<file path="src/rtl/mem_port_arbiter.sv">
`default_nettype none
// ============================================================================
// Module      : mem_port_arbiter
// Description : Shares one single-port, fixed-latency SRAM between the
//               instruction-fetch and data load/store requesters. Grants one
//               requester, holds the memory for WAIT_CYC cycles, then returns
//               read data with a one-cycle valid pulse. Stall outputs feed
//               the pipeline hazard logic.
// Options     : MEM_ARB_ROUND_ROBIN_EN - alternate grants on simultaneous
//               requests (default: data beats fetch).
// Revision    : 1.0 - initial release
// ============================================================================
module mem_port_arbiter #(
  parameter int ADDR_W   = 9,
  parameter int DATA_W   = 32,
  parameter int WAIT_CYC = 2
) (
  input  logic              clk,
  input  logic              reset,
  input  logic              if_req,
  input  logic [ADDR_W-1:0] if_addr,
  output logic              if_gnt,
  output logic              if_rvalid,
  output logic [DATA_W-1:0] if_rdata,
  output logic              if_stall,
  input  logic              dm_req,
  input  logic              dm_we,
  input  logic [ADDR_W-1:0] dm_addr,
  input  logic [DATA_W-1:0] dm_wdata,
  input  logic [2:0]        dm_func3,
  output logic              dm_gnt,
  output logic              dm_rvalid,
  output logic [DATA_W-1:0] dm_rdata,
  output logic              dm_stall,
  output logic              mem_en,
  output logic              mem_we,
  output logic [ADDR_W-1:0] mem_addr,
  output logic [DATA_W-1:0] mem_wdata,
  output logic [2:0]        mem_func3,
  input  logic [DATA_W-1:0] mem_rdata,
  output logic              busy
);

  typedef enum logic [1:0] {
    ST_IDLE   = 2'd0,
    ST_ACCESS = 2'd1,
    ST_RESP   = 2'd2
  } state_t;

  // Counter counts down to zero, so WAIT_CYC cycles means a load of WAIT_CYC-1.
  localparam logic [3:0] c_cnt_load = 4'(WAIT_CYC - 1);
  // Instruction fetches are always full-word reads.
  localparam logic [2:0] c_func3_word = 3'b010;

  generate
    if (WAIT_CYC < 1 || WAIT_CYC > 15) begin : g_wait_cyc_range
      $error("mem_port_arbiter: WAIT_CYC must be within 1..15");
    end
  endgenerate

  state_t              r_state;
  logic [3:0]          r_cnt;
  logic                r_owner_dm;
  logic                r_we;
  logic [ADDR_W-1:0]   r_addr;
  logic [DATA_W-1:0]   r_wdata;
  logic [2:0]          r_func3;
  logic [DATA_W-1:0]   r_rdata;

  logic                w_arb_slot;
  logic                w_grant_dm;
  logic                w_grant_if;

  // New grants are only possible while the memory is not being accessed.
  assign w_arb_slot = (r_state == ST_IDLE) || (r_state == ST_RESP);

`ifdef MEM_ARB_ROUND_ROBIN_EN
  logic r_last_dm;

  // On a tie, the requester that did not win last time goes first.
  assign w_grant_dm = w_arb_slot & dm_req & (~if_req | ~r_last_dm);

  // Remember which requester received the most recent grant.
  always_ff @(posedge clk or negedge reset) begin
    if (!reset) begin
      r_last_dm <= 1'b0;
    end else if (w_grant_dm || w_grant_if) begin
      r_last_dm <= w_grant_dm;
    end
  end
`else
  // Data accesses always win a tie; fetch may starve under continuous traffic.
  assign w_grant_dm = w_arb_slot & dm_req;
`endif

  assign w_grant_if = w_arb_slot & if_req & ~w_grant_dm;

  // Main sequencer: latch the winner, count the access, capture read data.
  always_ff @(posedge clk or negedge reset) begin
    if (!reset) begin
      r_state    <= ST_IDLE;
      r_cnt      <= 4'd0;
      r_owner_dm <= 1'b0;
      r_we       <= 1'b0;
      r_addr     <= '0;
      r_wdata    <= '0;
      r_func3    <= 3'b000;
      r_rdata    <= '0;
    end else begin
      case (r_state)
        ST_IDLE, ST_RESP: begin
          if (w_grant_dm || w_grant_if) begin
            r_state    <= ST_ACCESS;
            r_cnt      <= c_cnt_load;
            r_owner_dm <= w_grant_dm;
            if (w_grant_dm) begin
              r_we    <= dm_we;
              r_addr  <= dm_addr;
              r_wdata <= dm_wdata;
              r_func3 <= dm_func3;
            end else begin
              r_we    <= 1'b0;
              r_addr  <= if_addr;
              r_wdata <= '0;
              r_func3 <= c_func3_word;
            end
          end else begin
            r_state <= ST_IDLE;
          end
        end
        ST_ACCESS: begin
          if (r_cnt == 4'd0) begin
            r_rdata <= mem_rdata;
            r_state <= ST_RESP;
          end else begin
            r_cnt <= r_cnt - 4'd1;
          end
        end
        default: r_state <= ST_IDLE;
      endcase
    end
  end

  assign if_gnt    = w_grant_if;
  assign dm_gnt    = w_grant_dm;

  assign mem_en    = (r_state == ST_ACCESS);
  assign mem_we    = mem_en & r_we;
  assign mem_addr  = r_addr;
  assign mem_wdata = r_wdata;
  assign mem_func3 = r_func3;

  assign if_rvalid = (r_state == ST_RESP) & ~r_owner_dm;
  assign dm_rvalid = (r_state == ST_RESP) &  r_owner_dm;
  assign if_rdata  = r_rdata;
  assign dm_rdata  = r_rdata;

  assign if_stall  = if_req & ~if_rvalid;
  assign dm_stall  = dm_req & ~dm_rvalid;

  assign busy      = (r_state != ST_IDLE);

endmodule
`default_nettype wire

</file>
<file path="config.mk">
export PLATFORM = sky130hd
export DESIGN_NAME = mem_port_arbiter
export DESIGN_NICKNAME = d
export VERILOG_FILES = /design/src/rtl/mem_port_arbiter.sv
export SDC_FILE = /design/constraint.sdc
export NUM_CORES = 1
export LEC_CHECK = 0
export ABC_AREA = 1
export CAP_MARGIN = 20
export CORE_ASPECT_RATIO = 0.8
export CORE_MARGIN = 2
export CORE_UTILIZATION = 41
export CTS_CLUSTER_SIZE = 25
export DETAILED_ROUTE_END_ITERATION = 16
export PLACE_DENSITY = 0.85
export SYNTH_ARGS = -nofsm -noshare
export SYNTH_HDL_FRONTEND = slang
export SYNTH_SLANG_ARGS = --single-unit
</file>
<file path="constraint.sdc">
create_clock -name clk -period 3.6 [get_ports clk]
set_input_delay 0.54 -clock clk [delete_from_list [all_inputs] [get_ports clk]]
set_output_delay 0.54 -clock clk [all_outputs]
set_load 0.01 [all_outputs]
</file>
==> results.md, run 1 <==
Synth:
- In the synthesized netlist the async set-or-reset flop fraction comes to 1.00.
- The number of synthesis warnings is 0.
- Of the post-synthesis cell area, the dominant cell type holds 0.605.
- The cell count after synthesis is 344.
- The biggest area consumer among synthesized cells is sky130_fd_sc_hd__dfrtp_1.
- Sorting the synthesized cells by how often they occur yields 117 x sky130_fd_sc_hd__nand2_1, 84 x sky130_fd_sc_hd__dfrtp_1, 34 x sky130_fd_sc_hd__a22o_1, 32 x sky130_fd_sc_hd__buf_4, 20 x sky130_fd_sc_hd__o21ai_0.
- The count of unique library cells instantiated by Yosys is 23.
- Among all flip-flop cells after synthesis, the most frequent one is sky130_fd_sc_hd__dfrtp_1.
- Of the synthesized area, sequential elements account for 0.605.
- The average instance in the mapped netlist occupies 10.1 sq um.
- After synthesis the netlist holds a flip-flop and latch count of 84.
- The number of nets handed over by synthesis was 436.
- The cell area that synthesis handed to floorplanning was 0.00348 sq mm.
- By area the synthesized netlist is led by sky130_fd_sc_hd__dfrtp_1 60%, sky130_fd_sc_hd__nand2_1 13%, sky130_fd_sc_hd__a22o_1 8.6%, sky130_fd_sc_hd__buf_4 6.9%, sky130_fd_sc_hd__o21ai_0 2.9%.
- The number of enable-type register cells in the synthesized netlist is 0.
- The most instantiated library cell after synthesis is sky130_fd_sc_hd__nand2_1.

Floorplanning:
- The count of standard-cell rows is 30.
- The full die area is 0.00923 sq mm.
- The die boundary height is 86.4 um.
- The core region is 0.00837 sq mm.
- The overall die width is 107 um.
- The total I/O pin count is 207.
- The effective utilization at floorplan is 0.415.

Clock network:
- The cts-stage hold buffer count is 0.
- The clock transition at the registers of the reported paths is 0.08 ns.
- The clock root buffer is sky130_fd_sc_hd__clkbuf_8.
- CTS saw 84 sinks.
- The clock reaches the later pin of the worst-skew pair after 0.33 ns.
- The total clock buffers created by CTS is 9.
- The H-tree was split into 3 levels.
- The number of buffers added for setup after CTS is 0.
- The clock tree from TritonCTS is built.
- The maximum number of buffers from clock root to sink is 2.
- In this run, post-CTS repair resized a total of 0 instances.

Global routing:
- For this run, the total global-route usage over all layers was measured as 0.213.
- The first global-routing pass estimated 15.3 mm of wire.
- The total overflow left after global routing is 0.
- Entering global routing, the biggest net connects 85 pins.
- The initial antenna violation count is 0.
- The via count of the first global-routing pass came to 3139.

Pwr:
- The cell area power density is 926 mW/mm^2.
- IR analysis of the VDD net gives a maximum drop of 0.479 mV.
- The switching power total is 1.89 mW.
- Of the total power, the share spent switching nets is 0.361.
- The leakage power is 2.59 nW.
- Of the total power, the clock network draws 0.151.
- The relative contribution of combinational cells to total power is 0.518.
- The part of the total power dissipated in sequential elements is 0.332.
- Internal power comes to 3.34 mW.

Critical path:
- The critical path is of the primary input to output pin type.
- The cell repeated most along the worst path is sky130_fd_sc_hd__clkdlybuf4s50_1.
- Along the worst path, the maximum fanout reaches 5.
- The element type at the critical path start is a primary input.
- The library cell contributing the largest single delay on the critical path is sky130_fd_sc_hd__clkdlybuf4s50_1.
- The arrival time of the worst setup path is 1.91 ns.
- The sort of element at the end of the critical path is an output pin.
- The worst path required time is 3.06 ns.
- The critical path contains buffers and inverters numbering 3 combined.
- The kind of cell with the highest combined delay along the critical path is buffers and inverters.
- Walking the worst path, the cells encountered are clkdlybuf4s50_1 -> inv_1 -> nor2_2 -> clkdlybuf4s50_1.
- For this run, the slowest stage of the critical path takes 0.58 ns.

STA:
- At the pin with the least slew margin, the transition time is 0.635 ns.
- Setup repair after global routing left no endpoint under its margin.
- In the finished design, the share of the clock period the worst path needs comes to 0.681.
- The final setup TNS is 0 ns.
- The number of max-slew violations in the final report is 0.
- The worst pin sits at a relative slew slack of 0.575.
- The worst clock skew is 0.00608 ns.
- The fmax is 408 MHz.
- The number of hold violations in the final report was 0.
- The final critical-path required period is 2.45 ns.
- The final setup violation count is 0.

Layout:
- The utilization after layout is 0.674.
- Fill cells in the final layout number 641.
- Compared with the post-synthesis result, the final layout area differs by 62.3%.
- In the final layout, the share of cells above drive strength 1 is 0.0517.
- The count of inserted antenna diode cells is 0.
- For this run, the post-layout net count is 609.

Placed design:
- The last weighted congestion value of the routability-driven placer is 0.847.
- After legalization and detailed placement, the total HPWL measured 7.08 mm.
- The quantity of I/O buffers inserted on ports is 206.

Routing:
- The number of vias after detailed routing is 3063.
- The number of antenna-violating nets in the routed design is 0.
- The routed wire length is 9.85 mm.
- The detailed router finished its first iteration with 172 violations.
- After detailed routing, the average wire length per cell comes to 15.5 um.
- The number of detailed-route iterations in the first pass is 4.
- The mean number of vias per cell is 4.83.
- After detailed routing, the number of remaining DRC violations is 0.

Run status:
- The flow ran to the end, and the final reports show no timing, DRC or antenna violations.

Flow run:
- The max capacitance violation total is 0.

Min path:
- The path class of the tightest hold or removal check is primary input to async pin.
-- cell type report --
| type | instances | area [sq um] | share of cell area |
|---|---|---|---|
| inverter | 10 | 37.5 | 0.00665 |
| clock inverter | 6 | 113 | 0.0200 |
| multi-input combinational | 203 | 1030 | 0.182 |
| tap | 112 | 140 | 0.0248 |
| timing repair buffer | 209 | 2090 | 0.371 |
| sequential | 84 | 2100 | 0.373 |
| clock buffer | 10 | 128 | 0.0226 |
-- through the flow --
stage / hold WS, ns / std cells / setup slack, ns / cell area (sq um) / power (mW)
after floorplan: 0.244 / 344 / 2.08 / 3480 / 3.07
after global placement: 0.471 / 617 / 1.18 / 5380 / 4.37
after detailed placement: 0.478 / 617 / 1.16 / 5380 / 4.47
after CTS: 0.401 / 633 / 1.16 / 5620 / 5.28
after global routing: 0.187 / 634 / 1.10 / 5640 / 5.57
final: 0.176 / 634 / 1.15 / 5640 / 5.23
-- registers in the layout, indices dropped and copies added (netlist names) --
| register | cells |
|---|---|
| mem_func3 | 3 |
| r_state | 2 |
| mem_addr | 9 |
| r_we | 1 |
| r_cnt | 4 |
| dm_rdata | 32 |
| r_owner_dm | 1 |
| mem_wdata | 32 |
-- final timing paths --
kind | endpoint | slack (ns) | start | cells past startpoint
setup / recovery | dm_gnt | 1.15 | dm_req | 4
hold / removal | mem_wdata[18] | 0.18 | reset | 1
setup reg to reg | dm_rdata[10] | 1.44 | r_cnt[0] | 8
hold reg to reg | mem_addr[8] | 0.50 | mem_addr[8] | 2
max in group asynchronous | r_state[1] | 2.81 | reset | 2
min in group clk | mem_addr[8] | 0.50 | mem_addr[8] | 2
-- power groups by stage --
| stage | Sequential [mW] | Clock, mW | Combinational, mW |
|---|---|---|---|
| after CTS | 1.73 | 0.807 | 2.74 |
| after floorplan | 1.89 | 0 | 1.18 |
| final | 1.73 | 0.787 | 2.70 |
| after global placement | 1.72 | 0 | 2.66 |
| after global routing | 1.79 | 0.851 | 2.93 |
| after detailed placement | 1.74 | 0 | 2.73 |
-- routing by layer --
layer  vias up  global-route usage  wire length [um]
li1       1438                   -                 -
met1      1480               0.262              4120
met2       131               0.360              4890
met3        14              0.0662               680
met4         0              0.0697               157
met5         -                   0                 0
-- cells in the final DEF (no fill, tap or decap), types with 2 or more instances in the layout --
cell type                         count
sky130_fd_sc_hd__dfrtp_1             84
sky130_fd_sc_hd__a21oi_1              2
sky130_fd_sc_hd__clkbuf_8             9
sky130_fd_sc_hd__nor2_1              12
sky130_fd_sc_hd__nand2_1            117
sky130_fd_sc_hd__a22oi_1              3
sky130_fd_sc_hd__clkdlybuf4s50_1    205
sky130_fd_sc_hd__buf_4                3
sky130_fd_sc_hd__nand2_2              2
sky130_fd_sc_hd__ha_1                 2
sky130_fd_sc_hd__bufinv_16            3
sky130_fd_sc_hd__clkinv_4             2
sky130_fd_sc_hd__a22o_1              34
sky130_fd_sc_hd__nand3_1              3
sky130_fd_sc_hd__o21ai_0             20
sky130_fd_sc_hd__inv_1                8
sky130_fd_sc_hd__inv_2                2
-- kinds of logic after synthesis --
| kind of cell | synth area share |
|---|---|
| AO/OA/AOI/OAI | 0.130 |
| XOR/XNOR | 0.00252 |
| adder cells (fa/ha/maj) | 0.00720 |
| buffers and inverters | 0.100 |
| flip-flops | 0.605 |
| AND/OR/NAND/NOR | 0.156 |
-- worst reg2reg max path: stages (launching register included) --
cell and delay, ns:
sky130_fd_sc_hd__dfrtp_1 0.36, sky130_fd_sc_hd__inv_1 0.15, sky130_fd_sc_hd__ha_1 0.18, sky130_fd_sc_hd__nand2_1 0.08, sky130_fd_sc_hd__nand2_2 0.10, sky130_fd_sc_hd__nand2_2 0.38, sky130_fd_sc_hd__inv_2 0.61, sky130_fd_sc_hd__nand2_1 0.15
sky130_fd_sc_hd__nand2_1 0.10
(Power assumes the default switching activity.)
==> run 2: changes to the inputs <==
--- a/config.mk
+++ b/config.mk
@@ -9,10 +9,10 @@
 export CAP_MARGIN = 20
 export CORE_ASPECT_RATIO = 0.8
 export CORE_MARGIN = 2
-export CORE_UTILIZATION = 41
+export CORE_UTILIZATION = 34
 export CTS_CLUSTER_SIZE = 25
 export DETAILED_ROUTE_END_ITERATION = 16
-export PLACE_DENSITY = 0.85
+export PLACE_DENSITY = 0.75
 export SYNTH_ARGS = -nofsm -noshare
 export SYNTH_HDL_FRONTEND = slang
 export SYNTH_SLANG_ARGS = --single-unit
==> constraint.sdc (replaced) <==
create_clock -name clk -period 2 [get_ports clk]
set_input_delay 0.3 -clock clk [delete_from_list [all_inputs] [get_ports clk]]
set_output_delay 0.3 -clock clk [all_outputs]
set_load 0.01 [all_outputs]
==> run 2 against run 1 <==
Register-to-register slack lost 1.0 ns. Largest cell class is now non-clock buffers. Sequential share of layout area fell by 0.98 points. Clock-buffer cell count is the same. Critical endpoint is now busy. Utilization shrank 8.3 points. Sequential power up 79%. Combinational power is 84% higher. Largest power group unchanged. Flip-flop and latch count is the same. Die area grew 20%.
==> results.md, run 2 (synthesized netlist as in run 1, its figures left out) <==
Run status:
- The flow ran to the end, and the final reports show no timing, DRC or antenna violations.

Routing:
- The number of detailed-route iterations in the first pass is 4.
- Using the TritonRoute via totals, the vias-per-cell ratio works out to 4.53.
- The wire length per cell is 14.6 um.
- The routed wire length is 9.69 mm.
- For this run, design rule violations remaining after detail routing come to 0.
- The top routing layer in use is met4.
- The routed design uses 599 um of met3 wire.
- The detailed router finished its first iteration with 178 violations.
- After detailed routing, the met2 layer carries 4.87 mm of wire.
- Summing over every cut layer, the via total after detailed routing is 3013.
- The number of antenna-violating nets in the routed design is 0.
- In the final routing, the length of wire on met1 measures 4.12 mm.

STA:
- The number of max-slew violations in the final report is 0.
- The final critical-path required period is 1.92 ns.
- Setup repair after global routing left no endpoint under its margin.
- The final setup violation count is 0.
- The final setup TNS is 0 ns.
- In the finished design, the share of the clock period the worst path needs comes to 0.961.
- The tightest hold path in the finished design has a slack of 0.488 ns.
- The fmax is 520 MHz.
- The number of hold violations in the final report was 0.
- Between clock sinks in the finished design, the worst skew comes to 0.00402 ns.
- The worst pin sits at a relative slew slack of 0.640.
- For the pin with the worst max-slew slack, the measured transition is 0.539 ns.

Clock network:
- The H-tree was split into 3 levels.
- The clock latency at the later pin of the worst-skew pair is 0.32 ns.
- The maximum number of buffers from clock root to sink is 2.
- The clock root buffer is sky130_fd_sc_hd__clkbuf_16.
- The clock tree from TritonCTS is built.
- The total clock sinks is 84.
- The clock transition at the registers of the reported paths is 0.06 ns.
- The total clock buffers created by CTS is 9.

Critical path:
- The worst reg-to-reg setup slack is 0.39 ns.
- The largest driver fanout on the critical path is 2.
- The startpoint of the worst register-to-register path is r_cnt[0].
- The critical path's largest stage delay is 0.49 ns.
- The arrival time of the worst setup path is 1.62 ns.
- The element type at the critical path start is a flip-flop.
- By startpoint and endpoint, the worst setup path is classified as flip-flop to output pin.
- The critical path goes through buf_4 -> or2_2 -> clkdlybuf4s50_1.
- The library cell contributing the largest single delay on the critical path is sky130_fd_sc_hd__clkdlybuf4s50_1.
- For the worst setup path, the data required time is 1.70 ns.
- In this run the worst setup path begins at r_state[0].
- The sort of element at the end of the critical path is an output pin.

Floorplanning:
- The overall die width is 117 um.
- For this design the top-level I/O count stands at 207.
- In this run the core area contains 32 standard-cell rows.
- The initial utilization of the core area, before any placement, comes to 0.354.
- The die boundary height is 94.4 um.
- The total area inside the core boundary comes to 0.00981 sq mm.
- The die covers 0.0111 sq mm.

Pwr:
- The internal power of the cells totals 6.15 mW.
- Of the total power, combinational logic draws 0.517.
- Summed over all cells, the static leakage comes to 2.64 nW.
- Across the VDD grid, the largest voltage drop is 0.796 mV.
- The switching power total is 3.45 mW.
- Of the total power, the share spent switching nets is 0.360.
- Of the total power, registers draw 0.323.
- The share of power burned in the clock network is 0.160.
- The cell area power density is 1660 mW/mm^2.

Flow run:
- Across the run, the number of max-cap violations was 0.

Layout:
- The number of nets in the finished design is 616.
- The proportion of layout cells with a drive suffix above 1 is 0.0662.
- In the layout the commonest cells are 205 x sky130_fd_sc_hd__clkdlybuf4s50_1, 116 x sky130_fd_sc_hd__nand2_1, 84 x sky130_fd_sc_hd__dfrtp_1, 34 x sky130_fd_sc_hd__a22o_1, 18 x sky130_fd_sc_hd__o21ai_0.
- From synthesis to final layout, the design area changed by 66.7%.
- The utilization after layout is 0.591.
- After filler insertion, the fill cell instance count of the layout stands at 829.
- The count of inserted antenna diode cells is 0.
- Leaving out fill and tap cells, the most frequent cell in the layout is sky130_fd_sc_hd__clkdlybuf4s50_1.

Global routing:
- For this run the aggregate overflow at the end of global routing stands at 0.
- The via count of the first global-routing pass is 2942.
- The first-pass GRT wire length is 14.8 mm.
- The initial antenna violation count was 0.
- Entering global routing, the biggest net connects 46 pins.
- The total routing usage reported by global routing is 0.170.

Placed design:
- Routability-driven placement finished with a final weighted congestion of 0.817.
- The HPWL after detailed placement is 7.05 mm.
- Buffers placed on the I/O ports in this run total 206.

Min path:
- The min-delay analysis places its worst path in the category primary input to async pin.
-- run 2: repair_timing --
item,CTS,global route
endpoints found under the setup margin,2,4
endpoints found under the hold margin,39,0
hold buffers,1,0
buffers inserted,1,1
gates resized for setup,0,3
-- run 2: area by class of cell --
class                   instances  area (sq um)  share of cell area
flip-flops and latches         84          2100               0.363
inverters                      10          37.5             0.00648
multi-input cells             203          1040               0.179
repair buffers                216          2160               0.373
well taps                     136           170              0.0294
clock buffers                  10           239              0.0412
clock inverters                 6          46.3             0.00799
-- run 2: metal layers --
| metal | track usage | up-vias |
|---|---|---|
| met5 | 0 | - |
| met4 | 0.0363 | 0 |
| met3 | 0.0417 | 10 |
| met2 | 0.297 | 112 |
| met1 | 0.215 | 1439 |
| li1 | - | 1452 |
-- run 2: worst paths after layout --
kind                                 endpoint  cells past startpoint
worst min-delay path             mem_func3[1]                      2
worst min register to register    mem_addr[1]                      2
worst max register to register   dm_rdata[19]                      8
min in group clk                  mem_addr[1]                      2
worst max-delay path                     busy                      3
max in group asynchronous       mem_wdata[13]                      3
-- run 2: stage by stage --
step	worst slack, ns	total power [mW]	cell area, sq um	cells
global route	0.0254	10.3	5800	665
floorplan	0.726	5.53	3480	344
detailed placement	0.132	8.09	5480	646
global placement	0.155	7.96	5480	646
finish	0.0773	9.60	5800	665
CTS	0.0191	9.71	5790	664
-- run 2: worst max-delay path: cells and delay by family (launching register included) --
kind,cells,cell delay [ns]
simple gates,1,0.28
buf+inv,2,0.64
flops,1,0.39
-- run 2: power groups by stage --
stage / Clock [mW] / Combinational [mW] / Sequential [mW]
floorplan: 0 / 2.13 / 3.40
global placement: 0 / 4.87 / 3.09
detailed placement: 0 / 4.97 / 3.11
CTS: 1.59 / 5.01 / 3.11
global route: 1.67 / 5.37 / 3.21
finish: 1.53 / 4.97 / 3.10
==> run 3: changes to the inputs <==
--- a/config.mk
+++ b/config.mk
@@ -9,10 +9,11 @@
 export CAP_MARGIN = 20
 export CORE_ASPECT_RATIO = 0.8
 export CORE_MARGIN = 2
-export CORE_UTILIZATION = 34
+export CORE_UTILIZATION = 35
+export CTS_BUF_LIST = sky130_fd_sc_hd__clkbuf_8
 export CTS_CLUSTER_SIZE = 25
 export DETAILED_ROUTE_END_ITERATION = 16
-export PLACE_DENSITY = 0.75
+export PLACE_DENSITY = 0.77
 export SYNTH_ARGS = -nofsm -noshare
 export SYNTH_HDL_FRONTEND = slang
 export SYNTH_SLANG_ARGS = --single-unit
==> run 3 against run 2 <==
Power is 4.9% lower. Register-to-register slack gained 0.02 ns. First-iteration DRC count down 9.0%. Fmax increased by 1.0%. Setup slack improved by 0.019 ns.
==> results.md, run 3 (synthesized netlist as in run 1, its figures left out) <==
Pwr:
- In this run the power density over the cells is 1600 mW/mm^2.
- The leakage power is 2.65 nW.
- The maximum VDD drop is 0.812 mV.

Layout:
- In the final layout, the share of cells above drive strength 1 is 0.0643.
- The library cell used most frequently in the layout, excluding fill and tap cells, is sky130_fd_sc_hd__clkdlybuf4s50_1.
- The summed area of non-filler cells in the final layout is 0.00570 sq mm.
- The repair_antennas step left the layout with diodes totalling 0.
- In the layout the commonest cells are 201 x sky130_fd_sc_hd__clkdlybuf4s50_1, 116 x sky130_fd_sc_hd__nand2_1, 84 x sky130_fd_sc_hd__dfrtp_1, 34 x sky130_fd_sc_hd__a22o_1, 19 x sky130_fd_sc_hd__o21ai_0.
- The area growth from synthesis to layout is 63.9%.
- For this run, the post-layout net count is 616.

Floorplanning:
- The die boundary height is 93.1 um.
- Row generation in the floorplan step produced 32 rows.
- The overall die width is 115 um.
- The placeable core region is 0.00965 sq mm.
- The total I/O pin count is 207.
- The initial utilization of the core area, before any placement, comes to 0.360.
- The full die area is 0.0107 sq mm.

Routing:
- The routed wire length is 9.87 mm.
- The wire length per cell is 14.8 um.
- The number of vias after detailed routing is 3066.
- For this block, the initial DRC count from the detailed router was 162.
- The number of design rule violations left after detail routing is 0.
- The number of detailed-route iterations in the first pass is 4.
- In this run the remaining antenna-violating nets after routing total 0.
- Using the TritonRoute via totals, the vias-per-cell ratio works out to 4.61.

Clock network:
- The clock tree from TritonCTS is built.
- The clock transition at the registers of the reported paths is 0.09 ns.
- The clock root buffer is sky130_fd_sc_hd__clkbuf_8.
- For the worst-skew pair, the clock arrives at the later sink with an insertion delay of 0.34 ns.
- For this design, the sink count on the clock tree is 84.
- The maximum number of buffers from clock root to sink is 2.
- The H-tree was split into 3 levels.
- Buffers inserted during clock tree synthesis total 9.

Critical path:
- Traced cell by cell, the critical path runs through inv_2 -> nand2_2 -> o21ai_1 -> inv_1 -> clkdlybuf4s50_1.
- The slowest stage of the critical path is the sky130_fd_sc_hd__clkdlybuf4s50_1 cell.
- The largest driver fanout on the critical path is 5.
- Data on the critical path is required at its endpoint by 1.70 ns.
- The critical path contains buffers and inverters numbering 3 combined.
- The type of the setup path with the least slack is flip-flop to output pin.
- The critical path's largest stage delay is 0.47 ns.
- Data on the critical path arrives at its endpoint at 1.60 ns.
- Broken down by cell family, the worst path's largest delay share belongs to buffers and inverters.
- The element type at the critical path start is a flip-flop.
- The sort of element at the end of the critical path is an output pin.

Global routing:
- The remaining global-route overflow is 0.
- Entering global routing, the biggest net connects 49 pins.
- The first global-routing pass estimated 15.3 mm of wire.
- The initial antenna violation count came to 0.
- The total routing usage reported by global routing is 0.181.
- The via count of the first global-routing pass is 3101.

STA:
- Setup repair after global routing left no endpoint under its margin.
- For the final routed database, the setup TNS stands at 0 ns.
- The final critical-path required period is 1.90 ns.
- The number of hold violations in the final report is 0.
- Dividing the final minimum period by the clock period gives 0.952.
- The final setup violation count is 0.
- The headroom to the max-slew limit is 0.660.
- The number of max-slew violations in the final report is 0.
- At the pin with the least slew margin, the transition time is 0.509 ns.
- The clock arrives with 0.0120 ns of skew.
- The fmax is 525 MHz.

Placed design:
- The post-placement cell area is 0.00548 sq mm.
- The quantity of I/O buffers inserted on ports is 206.
- The last weighted congestion value of the routability-driven placer is 0.864.
- The HPWL after detailed placement is 7.13 mm.

Min path:
- The min-delay analysis places its worst path in the category primary input to async pin.

Run status:
- The run finished with clean final reports.

Flow run:
- The max capacitance violation total is 0.
## run 3: metrics by stage
step | util | hold WS (ns) | instances | setup WS [ns] | power (mW)
2_1_floorplan | - | 0.00441 | 344 | 0.726 | 5.53
6_report | 0.590 | 0.448 | 665 | 0.0963 | 9.13
3_5_place_dp | 0.568 | 0.294 | 646 | 0.118 | 8.06
3_3_place_gp | 0.568 | 0.288 | 646 | 0.147 | 7.95
5_1_grt | 0.590 | 0.473 | 665 | 0.00641 | 9.79
4_1_cts | 0.589 | 0.461 | 665 | 0.0303 | 9.23
## run 3: repair_timing
item | in CTS | in global routing
endpoints found under the setup margin | 4 | 5
buffers inserted | 2 | 0
endpoints found under the hold margin | 36 | 0
resized for setup | 0 | 6
hold buffers | 1 | 0
## run 3: cell type report
cell class                      instances  area (sq um)
Fill cell                             822          3950
Timing Repair Buffer                  216          2170
Sequential cell                        84          2100
Multi-Input combinational cell        203          1040
Tap cell                              136           170
Clock buffer                            9           124
Clock inverter                          7          51.3
Inverter                               10          37.5
## run 3: worst paths after layout
path | start | endpoint | slack (ns) | depth (start not counted)
setup / recovery | r_state[0] | if_stall | 0.1 | 5
setup reg to reg | r_cnt[0] | dm_rdata[2] | 0.41 | 8
hold reg to reg | mem_addr[1] | mem_addr[1] | 0.49 | 2
hold / removal | reset | mem_wdata[12] | 0.45 | 2
max in group asynchronous | reset | r_cnt[1] | 0.93 | 3
min in group clk | mem_rdata[3] | dm_rdata[3] | 0.48 | 3
## run 3: where the power goes
group | internal (mW) | total [mW] | switching, mW
combinational | 2.72 | 4.95 | 2.23
sequential | 2.54 | 3.09 | 0.560
clock | 0.457 | 1.08 | 0.626
## run 3: layer usage
| metal | share of wire | track usage | vias to the layer above |
|---|---|---|---|
| met5 | 0 | 0 | - |
| met4 | 0.018 | 0.0492 | 0 |
| met3 | 0.072 | 0.0493 | 17 |
| met2 | 0.49 | 0.308 | 128 |
| met1 | 0.42 | 0.227 | 1468 |
| li1 | - | - | 1453 |
## run 3: worst reg2reg max path, cell delays in order, from the launching register on
cell                      delay (ns)
sky130_fd_sc_hd__dfrtp_1        0.36
sky130_fd_sc_hd__inv_1          0.15
sky130_fd_sc_hd__ha_1           0.17
sky130_fd_sc_hd__nand2_1        0.08
sky130_fd_sc_hd__nand2_2        0.10
sky130_fd_sc_hd__nand2_2        0.06
sky130_fd_sc_hd__inv_2          0.38
sky130_fd_sc_hd__nand2_1        0.15
sky130_fd_sc_hd__nand2_1        0.09
